$ cat src/rtl/bcd_scan_display.sv
`default_nettype none
// ============================================================================
//  Module   : bcd_scan_display
//  Brief    : Four-digit BCD bank scanned onto a common-anode 7-segment display
//  Revision : 1.0
// ============================================================================
module bcd_scan_display #(
    parameter int SCAN_DIV = 4,
    parameter bit LZ_BLANK = 1'b1
) (
    input  logic       clk,
    input  logic       rst_syn,
    input  logic       load_syn,
    input  logic       clr_syn,
    input  logic [3:0] Din,
    output logic [6:0] seg_n,
    output logic [3:0] an_n,
    output logic       frame_done
);

    localparam int                 c_pre_w    = (SCAN_DIV > 1) ? $clog2(SCAN_DIV) : 1;
    localparam logic [c_pre_w-1:0] c_pre_last = c_pre_w'(SCAN_DIV - 1);

    logic [3:0]         r_d [4];
    logic [2:0]         r_cnt;
    logic [c_pre_w-1:0] r_pre;
    logic [1:0]         r_idx;

    logic               w_wrap;
    logic [3:0]         w_digit;
    logic               w_upper_zero;
    logic               w_blank;
    logic [6:0]         w_seg;
    logic [3:0]         w_an;

    function automatic logic [6:0] seg_decode(input logic [3:0] digit);
        logic [6:0] seg;
        case (digit)
            4'd0:    seg = 7'b1000000;
            4'd1:    seg = 7'b1111001;
            4'd2:    seg = 7'b0100100;
            4'd3:    seg = 7'b0110000;
            4'd4:    seg = 7'b0011001;
            4'd5:    seg = 7'b0010010;
            4'd6:    seg = 7'b0000010;
            4'd7:    seg = 7'b1111000;
            4'd8:    seg = 7'b0000000;
            4'd9:    seg = 7'b0010000;
            default: seg = 7'b0111111;
        endcase
        return seg;
    endfunction

    // Digit bank: d0 is the newest digit; clear wins over load.
    always_ff @(posedge clk or negedge rst_syn) begin
        if (!rst_syn) begin
            r_d   <= '{default: 4'd0};
            r_cnt <= 3'd0;
        end else if (clr_syn) begin
            r_d   <= '{default: 4'd0};
            r_cnt <= 3'd0;
        end else if (load_syn) begin
            r_d[3] <= r_d[2];
            r_d[2] <= r_d[1];
            r_d[1] <= r_d[0];
            r_d[0] <= Din;
            if (r_cnt != 3'd4) begin
                r_cnt <= r_cnt + 3'd1;
            end
        end
    end

    assign w_wrap = (r_pre == c_pre_last);

    always_ff @(posedge clk or negedge rst_syn) begin
        if (!rst_syn) begin
            r_pre <= '0;
            r_idx <= 2'd0;
        end else if (w_wrap) begin
            r_pre <= '0;
            r_idx <= r_idx + 2'd1;
        end else begin
            r_pre <= r_pre + 1'b1;
        end
    end

    // A slot is blank when not yet loaded, or when it and every more
    // significant digit are zero (position 0 always shows).
    always_comb begin
        w_digit      = r_d[r_idx];
        w_upper_zero = 1'b1;
        for (int j = 0; j < 4; j++) begin
            if (j >= int'(r_idx) && r_d[j] != 4'd0) begin
                w_upper_zero = 1'b0;
            end
        end
        w_blank = ({1'b0, r_idx} >= r_cnt) ||
                  (LZ_BLANK && (r_idx != 2'd0) && w_upper_zero);
        w_seg   = seg_decode(w_digit);
        w_an    = ~(4'b0001 << r_idx);
    end

    always_ff @(posedge clk or negedge rst_syn) begin
        if (!rst_syn) begin
            seg_n      <= 7'h7F;
            an_n       <= 4'hF;
            frame_done <= 1'b0;
        end else begin
            seg_n      <= w_blank ? 7'h7F : w_seg;
            an_n       <= w_blank ? 4'hF : w_an;
            frame_done <= w_wrap && (r_idx == 2'd3);
        end
    end

endmodule
`default_nettype wire

$ cat config.mk
export PLATFORM = sky130hd
export DESIGN_NAME = bcd_scan_display
export DESIGN_NICKNAME = d
export VERILOG_FILES = /design/src/rtl/bcd_scan_display.sv
export SDC_FILE = /design/constraint.sdc
export NUM_CORES = 1
export LEC_CHECK = 0
export ABC_AREA = 1
export CELL_PAD_IN_SITES_DETAIL_PLACEMENT = 0
export CELL_PAD_IN_SITES_GLOBAL_PLACEMENT = 1
export CORE_MARGIN = 2
export CORE_UTILIZATION = 42
export DETAILED_ROUTE_END_ITERATION = 10
export GPL_TIMING_DRIVEN = 0
export PLACE_DENSITY_LB_ADDON = 0.1
export SLEW_MARGIN = 10
export SYNTH_ARGS = -nofsm -noshare
export SYNTH_HDL_FRONTEND = slang
export SYNTH_SLANG_ARGS = --single-unit
$ cat constraint.sdc
create_clock -name clk -period 2.2 [get_ports clk]
set_clock_uncertainty 0.1 [all_clocks]
set_input_delay 0.22 -clock clk [delete_from_list [all_inputs] [get_ports clk]]
set_output_delay 0.22 -clock clk [all_outputs]
set_load 0.1 [all_outputs]
---- Word level (Yosys, flattened, before mapping) ----
Memories as Yosys holds them, arrays and structs flattened.
Cells that the tools add are included.
operators by class
  add/subtract/negate cells ............... 3
  order comparisons ....................... 5
  equality and inequality tests ........... 3
  shift-type cells ........................ 1
  multiplexer cells ....................... 15
  bitwise logic cells ..................... 2
  reduce and logical (&&, ||, !) cells .... 14
operator list
  cell                                                number
  2-to-1 mux 16 bit                                   2
  nonzero test 4 bit                                  4
  2-to-1 mux 4 bit                                    3
  2-to-1 mux 3 bit                                    3
  binary-select mux 4 bit (select 2 bit)              1
  2-to-1 mux 7 bit                                    1
  nonzero test 2 bit                                  3
  logical AND 1 bit                                   5
  adder 2 x 1 -> 2 bit, second input constant         2
  == test 2 bit, second input constant                2
  >= comparator 1 x 2 -> 1 bit, first input constant  2
  2-to-1 mux 1 bit                                    4
  NOT 4 bit                                           1
  << shifter 1 x 2 -> 4 bit, first input constant     1
  adder 3 x 1 -> 3 bit, second input constant         1
  >= comparator 2 x 3 -> 1 bit                        1
  >= comparator 3 bit, second input constant          1
  inequality test 3 bit, second input constant        1
  NOT 2 -> 3 bit                                      1
  >= comparator 2 bit, first input constant           1
  2-to-1 mux 2 bit                                    1
  AND reduction 2 bit                                 1
  logical OR 1 bit                                    1
word-level totals
  register bits ........................... 35
  bits in read-only memories .............. 112
  bits of input ports ..................... 8
  output and inout port bits .............. 12
  word-level logic and storage cells ...... 54
  memories kept ........................... 1
memory list
  memory            depth  bits a word  rd ports  clocked after Yosys merged registers in  wr ports  RTL line  text
  (name not given)  16     7            1         0                                        0         38        case (digit)

---- Depth between registers and ports, before layout ----
Gate-level depths: netlist of run 1.
  depth in word-level cells ............... 9
  gate-level depth with buffers ........... 11
  mapped depth without buffers ............ 10

---- Least setup slack after synthesis of run 1 ----
No wires, ideal clock.
  path kind ............................... reg2reg
  start ................................... register r_idx[0]
  end ..................................... register seg_n[0]
  arrival time ............................ 1.395 ns
  required time ........................... 2.014 ns
  setup slack ............................. 0.619 ns
  cell stages (with the launch flop) ...... 11
  buffers on the path ..................... 2
  clock period less this slack ............ 1.581 ns
  cells stage by stage .................... dfrtp_1 -> buf_6 -> inv_6 -> ha_1 -> inv_1 -> a21boi_0 -> o21bai_1 -> nand2_1 -> inv_1 -> buf_2 -> nand3_1
on the way
  word-level cells in the longest chain between the ends .. 9
  elaborated cells on any way between the ends .. 20
RTL lines
  what                                                                         RTL line  text
  from (decl)                                                                  27        logic [1:0] r_idx;
  from (signal assigned)                                                       81        r_idx <= r_idx + 2'd1;
  parallel branches: the longest is 8 deep, another holds memory (16 x 7 bit)  --
  2-to-1 mux 7 bit *                                                           109       seg_n <= w_blank ? 7'h7F : w_seg;
  to (signal assigned)                                                         109
  to (decl)                                                                    16        output logic [6:0] seg_n,
Every way passes the cells marked *. The select of a mux whose other input is x is not followed.
A chain may end at the register's enable or synchronous reset.

---- Worst setup path after layout of run 1 ----
  start ................................... register frame_done
  end ..................................... output port frame_done
RTL lines
  what                    RTL line  text
  from (decl)             18        output logic frame_done
  from (signal assigned)  111       frame_done <= w_wrap && (r_idx == 2'd3);
No word-level cell between the ends.

==> results of run 1 <==
## synthesized netlist by cell type (all sizes together)
cell type	count
o22ai	5
nor2	9
inv	28
dfrtp	24
a21boi	1
a31oi	1
xor2	1
dfstp	11
clkbuf	2
nand2	50
nand3	36
o21bai	1
o21ai	12
buf	3
a21oi	2
ha	14
## what timing repair did
action / in CTS / in global routing
hold buffers: 1 / 0
hold endpoints to repair: 24 / 0
endpoints found under the setup margin: 11 / 0
resized for setup: 11 / 0
## power by group through the flow
stage | logic, mW | registers [mW] | clock network (mW)
after CTS | 0.479 | 0.741 | 0.461
after floorplan | 0.115 | 1.02 | 0
after global routing | 0.512 | 0.746 | 0.487
after global placement | 0.495 | 0.750 | 0
final | 0.473 | 0.739 | 0.445
after detailed placement | 0.502 | 0.754 | 0
## kinds of logic (layout without fill, tap and decap cells)
group	Yosys count	after routing
flops	35	35
xor+xnor	1	1
compound gates	22	22
fa+ha+maj	14	14
simple gates	95	95
buf+inv	33	61
## registers in the layout, indices dropped and copies added, names as in the netlist
signal / flops
seg_n: 7
r_cnt: 3
r_pre: 2
r_d: 16
frame_done: 1
r_idx: 2
an_n: 4
## final cells by class
cell class,count,area [um^2]
clock buffers,6,72.6
clock inverters,2,12.5
inverters,28,110
repair buffers,20,181
plain buffers,5,28.8
well taps,50,62.6
multi-input cells,132,746
flip-flops and latches,35,890
fillers,386,1930
## metal layers
metal	vias to the layer above	track usage [%]
met5	-	0
met4	0	5.15
met3	4	4.87
met2	13	30.3
met1	649	22.1
li1	700	-
## through the flow
stage | total power, mW | area, um^2 | util, % | cells | hold slack, ns
after global routing | 1.74 | 2100 | 52.2 | 278 | 0.353
after global placement | 1.25 | 2030 | 50.3 | 269 | 0.314
after detailed placement | 1.26 | 2020 | 50.2 | 269 | 0.238
final | 1.66 | 2100 | 52.2 | 278 | 0.338
after floorplan | 1.14 | 1770 | - | 200 | -0.176
after CTS | 1.68 | 2100 | 52.2 | 278 | 0.342
## worst paths after layout
check	startpoint	endpoint	depth (start not counted)
setup reg to reg	r_idx[1]	seg_n[5]	9
hold reg to reg	r_pre[0]	r_pre[0]	1
setup / recovery	frame_done	frame_done	1
max in group asynchronous	rst_syn	r_pre[1]	2
hold / removal	r_pre[0]	r_pre[0]	1
min in group asynchronous	rst_syn	r_cnt[1]	2
==> results.md, run 1 <==
- Status: completed
- Clock Power Share: 26.9%
- Vias per Instance: between 4 and 5
- Dpl ws: between 0.2 and 0.25 ns
- Synthesized Nets: about 220
- Worst relative slew slack: 36.0%
- Clk_lat worst skew: 0.28 ns
- Slew @ Worst Pin: 0.957 ns
- Internal Power: approximately 1.0 mW
- Initial Util: between 40% and 50%
- Initial antenna violation count: 0
- Pleak: between 0.9 and 1 nW
- Yosys Warn Count: 0
- H-tree depth: 2
- Top sig layer: met4
- Antenna diodes: 0
- Die H: ~69 um
- WP data arrival: between 1.5 and 2 ns
- First-pass GRT wire length: approximately 6000 um
- Die extent in x: approximately 69 um
- Fin crit share: between 90% and 100%
- CP endpoint kind: output pin
- Main combinational cell family by area after synthesis: simple AND/OR/NAND/NOR gates
- Vias in the first global route: ~1400
- Gate power share: between 20% and 30%
- Total CTS buffers: 5
- Worst-path fanout max: 1
- Global route overflow: 0
- Max Transition Viols Final: 0
- Unique masters post-synth: 23
- Yosys top cell by area: dfrtp_1
- Layout cells sized above 1: around 14%
- Mux cell area share after synthesis: 0%
- Fin crit period: 2.06 ns
- Pwr Density: ~790 nW/um^2
- Commonest non-fill, non-tap cells in the layout: 44 x nand2_1, 34 x nand3_1, 26 x inv_1, 24 x dfrtp_1, 14 x ha_1
- Hold Fails Final Rpt: 0
- Buffer and inverter count on the worst path: 1
- Max-Cap Viols: 0
- Nets: around 250
- Worst-path clk slew: 0.07 ns
- Compound-Gate Fraction of Synth Area: between 6 and 7%
- Drt total wl: roughly 3600 um
- Top cell type's share of synthesized area: ~34%
- Top cells by area, synth: dfrtp_1 34%, dfstp_2 16%, ha_1 9.9%
- Total die area: 4760 um^2
- Endpoints failing setup: 0
- Largest net degree at the start of global routing: 36
- Xor/xnor cell area share of the yosys netlist: less than 1%
- Post-synthesis simple-gate area fraction: about a quarter
- CTS tree: yes
- Part of the power in registers: 44.6%
- GRT Total Usage: roughly 18%
- Hpwl dp: about 2700 um
- Worst path top cell family by delay: buffers and inverters
- Switch share: a little under two fifths
- Number of I/O port buffers: 19
- Setup tns final: 0 ns
- CP Launch Type: flip-flop
- RSZ-0062 raised after global routing: no
- Vias: about 1400
- Crit path max-delay cell type: clkdlybuf4s50_1
- NetSw: 0.626 mW
- Pre-antenna DRT Iters: 4
- Reg-to-reg slack, setup: about 0.37 ns
- RD Place Congestion: 0.852
- Post-CTS Setup Bufs: 0
- Adder-Cell Fraction of Synth Area: between 9 and 10%
- Initial DRC Count: approximately 90
- Io pins: 20
- Max Clk Rate: roughly 480 MHz
- Synthesized area per cell: 8.87 um^2
- Final ANT Viol Nets: 0
- Critical Path RT: around 1.9 ns
- Clock sink count: 35
- Critical-path cell list: clkdlybuf4s50_1
- # DRC: 0
- Synthesized flop and latch total: 35
- CP peak stage delay: between 1 and 1.5 ns
- Post-Syn Area: 1770 um^2
- Num rows: 23
- Commonest non-fill, non-tap cell in the layout: nand2_1
- IR drop worst, VDD: around 0.00042 V
- Met1 WL: approximately 1700 um
- Crit Path Category: reg -> out
- WL met3: roughly 99 um
- CTS max path bufs: 2
- Root Buffer: clkbuf_8
- Area grow syn2layout: 18.5%
- WL per Instance: around 13 um
- Setup WS post-layout: roughly 0.14 ns
- Met2 wire length: 1800 um
- Core area: between 4000 and 5000 um^2
- Seq/Total Area, Yosys: between 50% and 60%
- Hold Path Class: reg -> reg
- Gate Count Post-Synth: 200
Power figures use the tool's default switching activity.
==> run 2: changes to the inputs <==
CELL_PAD_IN_SITES_DETAIL_PLACEMENT = 1   (was 0)
CELL_PAD_IN_SITES_GLOBAL_PLACEMENT = 2   (was 1)
CORE_ASPECT_RATIO = 1.1   (was default)
CORE_UTILIZATION = 34   (was 42)
==> results.md, run 2 (synthesis gave the netlist of run 1 again) <==
- IR drop worst, VDD: 0.000391 V (was 0.000417 V)
- Area grow syn2layout: 20.9% (was 18.5%)
- Drt total wl: 3970 um (was 3580 um)
- Max-Cap Viols: 0 (unchanged)
- Endpoints failing setup: 0 (unchanged)
- Met1 WL: 1660 um (about the same)
- WP data arrival: 1.74 ns (about the same)
- Commonest non-fill, non-tap cells in the layout: 44 x nand2_1, 34 x nand3_1, 26 x inv_1, 24 x dfrtp_1, 14 x ha_1 (unchanged)
- Hold Path Class: reg -> reg (unchanged)
- Fin crit period: 2.06 ns (about the same)
- Area of the multi-input gates: 746 um^2 (unchanged)
- Final ANT Viol Nets: 0 (unchanged)
- Antenna diodes: 0 (unchanged)
- Commonest non-fill, non-tap cell in the layout: nand2_1 (unchanged)
- Pwr Density: 843 nW/um^2 (was 788 nW/um^2)
- Setup tns final: 0 ns (unchanged)
- Total power draw: 1.81 mW (was 1.66 mW)
- Crit Path Category: reg -> out (unchanged)
- Num rows: 27 (was 23)
- Worst-path fanout max: 1 (unchanged)
- Max FFs per register: 16 (unchanged)
- Worst-path clk slew: 0.07 ns (about the same)
- Dpl ws: 0.252 ns (was 0.248 ns)
- First-pass GRT wire length: 6940 um (was 6140 um)
- Crit path max-delay cell type: clkdlybuf4s50_1 (unchanged)
- Most flop-heavy register: r_d (unchanged)
- Hold Fails Final Rpt: 0 (unchanged)
- CTS tree: yes (unchanged)
- Vias in the first global route: 1522 (was 1355)
- CP peak stage delay: 1.12 ns (about the same)
- Top sig layer: met4 (unchanged)
- Total CTS buffers: 5 (unchanged)
- Die extent in x: 72.9 um (was 69.0 um)
- Clock sink count: 35 (unchanged)
- Setup WS post-layout: 0.140 ns (was 0.136 ns)
- GRT Total Usage: 15.7% (was 17.8%)
- Die H: 79.8 um (was 69.0 um)
- Largest regs: r_d (16), seg_n (7), an_n (4) (unchanged)
- Initial Util: 35.2% (was 44.0%)
- WL per Instance: 13.9 um (was 12.9 um)
- Initial antenna violation count: 0 (unchanged)
- Number of I/O port buffers: 19 (unchanged)
- Buffer and inverter count on the worst path: 1 (unchanged)
- Pre-antenna DRT Iters: 4 (unchanged)
- Global route overflow: 0 (unchanged)
- Largest net degree at the start of global routing: 36 (unchanged)
- Slew @ Worst Pin: 0.963 ns (was 0.957 ns)
- Root Buffer: clkbuf_8 (unchanged)
- Max Transition Viols Final: 0 (unchanged)
- Io pins: 20 (unchanged)
- CTS max path bufs: 2 (unchanged)
- Final Cell Area: 2150 um^2 (was 2100 um^2)
- Critical Path RT: 1.88 ns (about the same)
- Core area: 5030 um^2 (was 4030 um^2)
- Total die area: 5810 um^2 (was 4760 um^2)
- Reg area: 890 um^2 (unchanged)
- RD Place Congestion: 0.767 (was 0.852)
- Fin crit share: 93.6% (was 93.8%)
- # DRC: 0 (unchanged)
- Initial DRC Count: 58 (was 89)
- Max Clk Rate: 485 MHz (about the same)
- Layout cells sized above 1: 14.5% (was 14.0%)
- Hpwl dp: 3040 um (was 2700 um)
- Vias per Instance: 5.01 (was 4.91)
- RSZ-0062 raised after global routing: no (unchanged)
- Met2 wire length: 2050 um (was 1800 um)
- CP Launch Type: flip-flop (unchanged)
- Nets: 249 (unchanged)
- Final core occ: 42.6% (was 52.2%)
- H-tree depth: 2 (unchanged)
- Vias: 1433 (was 1366)
- # fillers: 607 (was 386)
- Status: completed (unchanged)
- Pleak: 1.01 nW (was 0.986 nW)
- Worst relative slew slack: 35.6% (was 36.0%)
- Worst path top cell family by delay: buffers and inverters (unchanged)
- WL met3: 182 um (was 99 um)
- Critical-path cell list: clkdlybuf4s50_1 (unchanged)
- CP endpoint kind: output pin (unchanged)
- Post-Place Cell Area: 2030 um^2 (was 2020 um^2)
- Clk_lat worst skew: 0.29 ns (was 0.28 ns)
run 2: changes by cell type in the layout (fill, tap and decap cells not counted), sizes merged:
cell      before  now
bufinv         0    1
clkinvlp       1    0
run 2: repair_timing:
| action | CTS | global route |
|---|---|---|
| endpoints found under the hold margin | 24 | 0 |
| buffers inserted | 0 | 0 |
| setup endpoints to repair | 11 | 0 |
| hold buffers | 1 | 0 |
| gates resized for setup | 11 | 0 |
run 2: report_power, final:
part	switching (mW)	internal [mW]	leakage, nW
registers	0.0194	0.717	0.440
logic	0.385	0.0939	0.504
clock network	0.228	0.366	0.0612
total	0.632	1.18	1.01
run 2: per-stage QoR:
step	hold WS [ns]	cells
6_report	0.333	286
5_1_grt	0.349	286
4_1_cts	0.339	286
3_5_place_dp	0.249	277
3_3_place_gp	0.314	277
2_1_floorplan	-0.176	200
run 2: final timing paths:
| path | from | to | slack, ns | cells after the start |
|---|---|---|---|---|
| hold / removal | r_pre[0] | r_pre[0] | 0.33 | 1 |
| max in group asynchronous | rst_syn | r_d[14] | 1.08 | 2 |
| setup / recovery | frame_done | frame_done | 0.14 | 1 |
| setup reg to reg | r_idx[1] | seg_n[5] | 0.29 | 9 |
| min in group asynchronous | rst_syn | frame_done | 0.44 | 2 |
| hold reg to reg | r_pre[0] | r_pre[0] | 0.33 | 1 |
run 2: layout make-up:
type                       instances  share of cell area, %
clock inverter                     2                   1.63
timing repair buffer              20                   8.45
buffer                             5                   1.34
clock buffer                       6                   3.85
multi-input combinational        132                   34.8
inverter                          28                   5.13
sequential                        35                   41.5
tap                               58                   3.38
run 2: worst register-to-register path: cells and delay by family (launching register included):
family / cells / cell delay, ns
DFF: 1 / 0.53
adders and majority gates: 1 / 0.19
buffers and inverters: 3 / 0.39
and+or+nand+nor: 5 / 0.62
run 2: layer usage:
| metal | GRT usage [%] | vias up |
|---|---|---|
| li1 | - | 695 |
| met1 | 18.1 | 700 |
| met2 | 27.5 | 31 |
| met3 | 4.17 | 7 |
| met4 | 5.74 | 0 |
| met5 | 0 | - |
==> run 3: changes to the inputs <==
ABC_CLOCK_PERIOD_IN_PS = 2200   (was default)
==> results of run 3 <==
Final layout, timing and power as in run 2 (identical DEF).
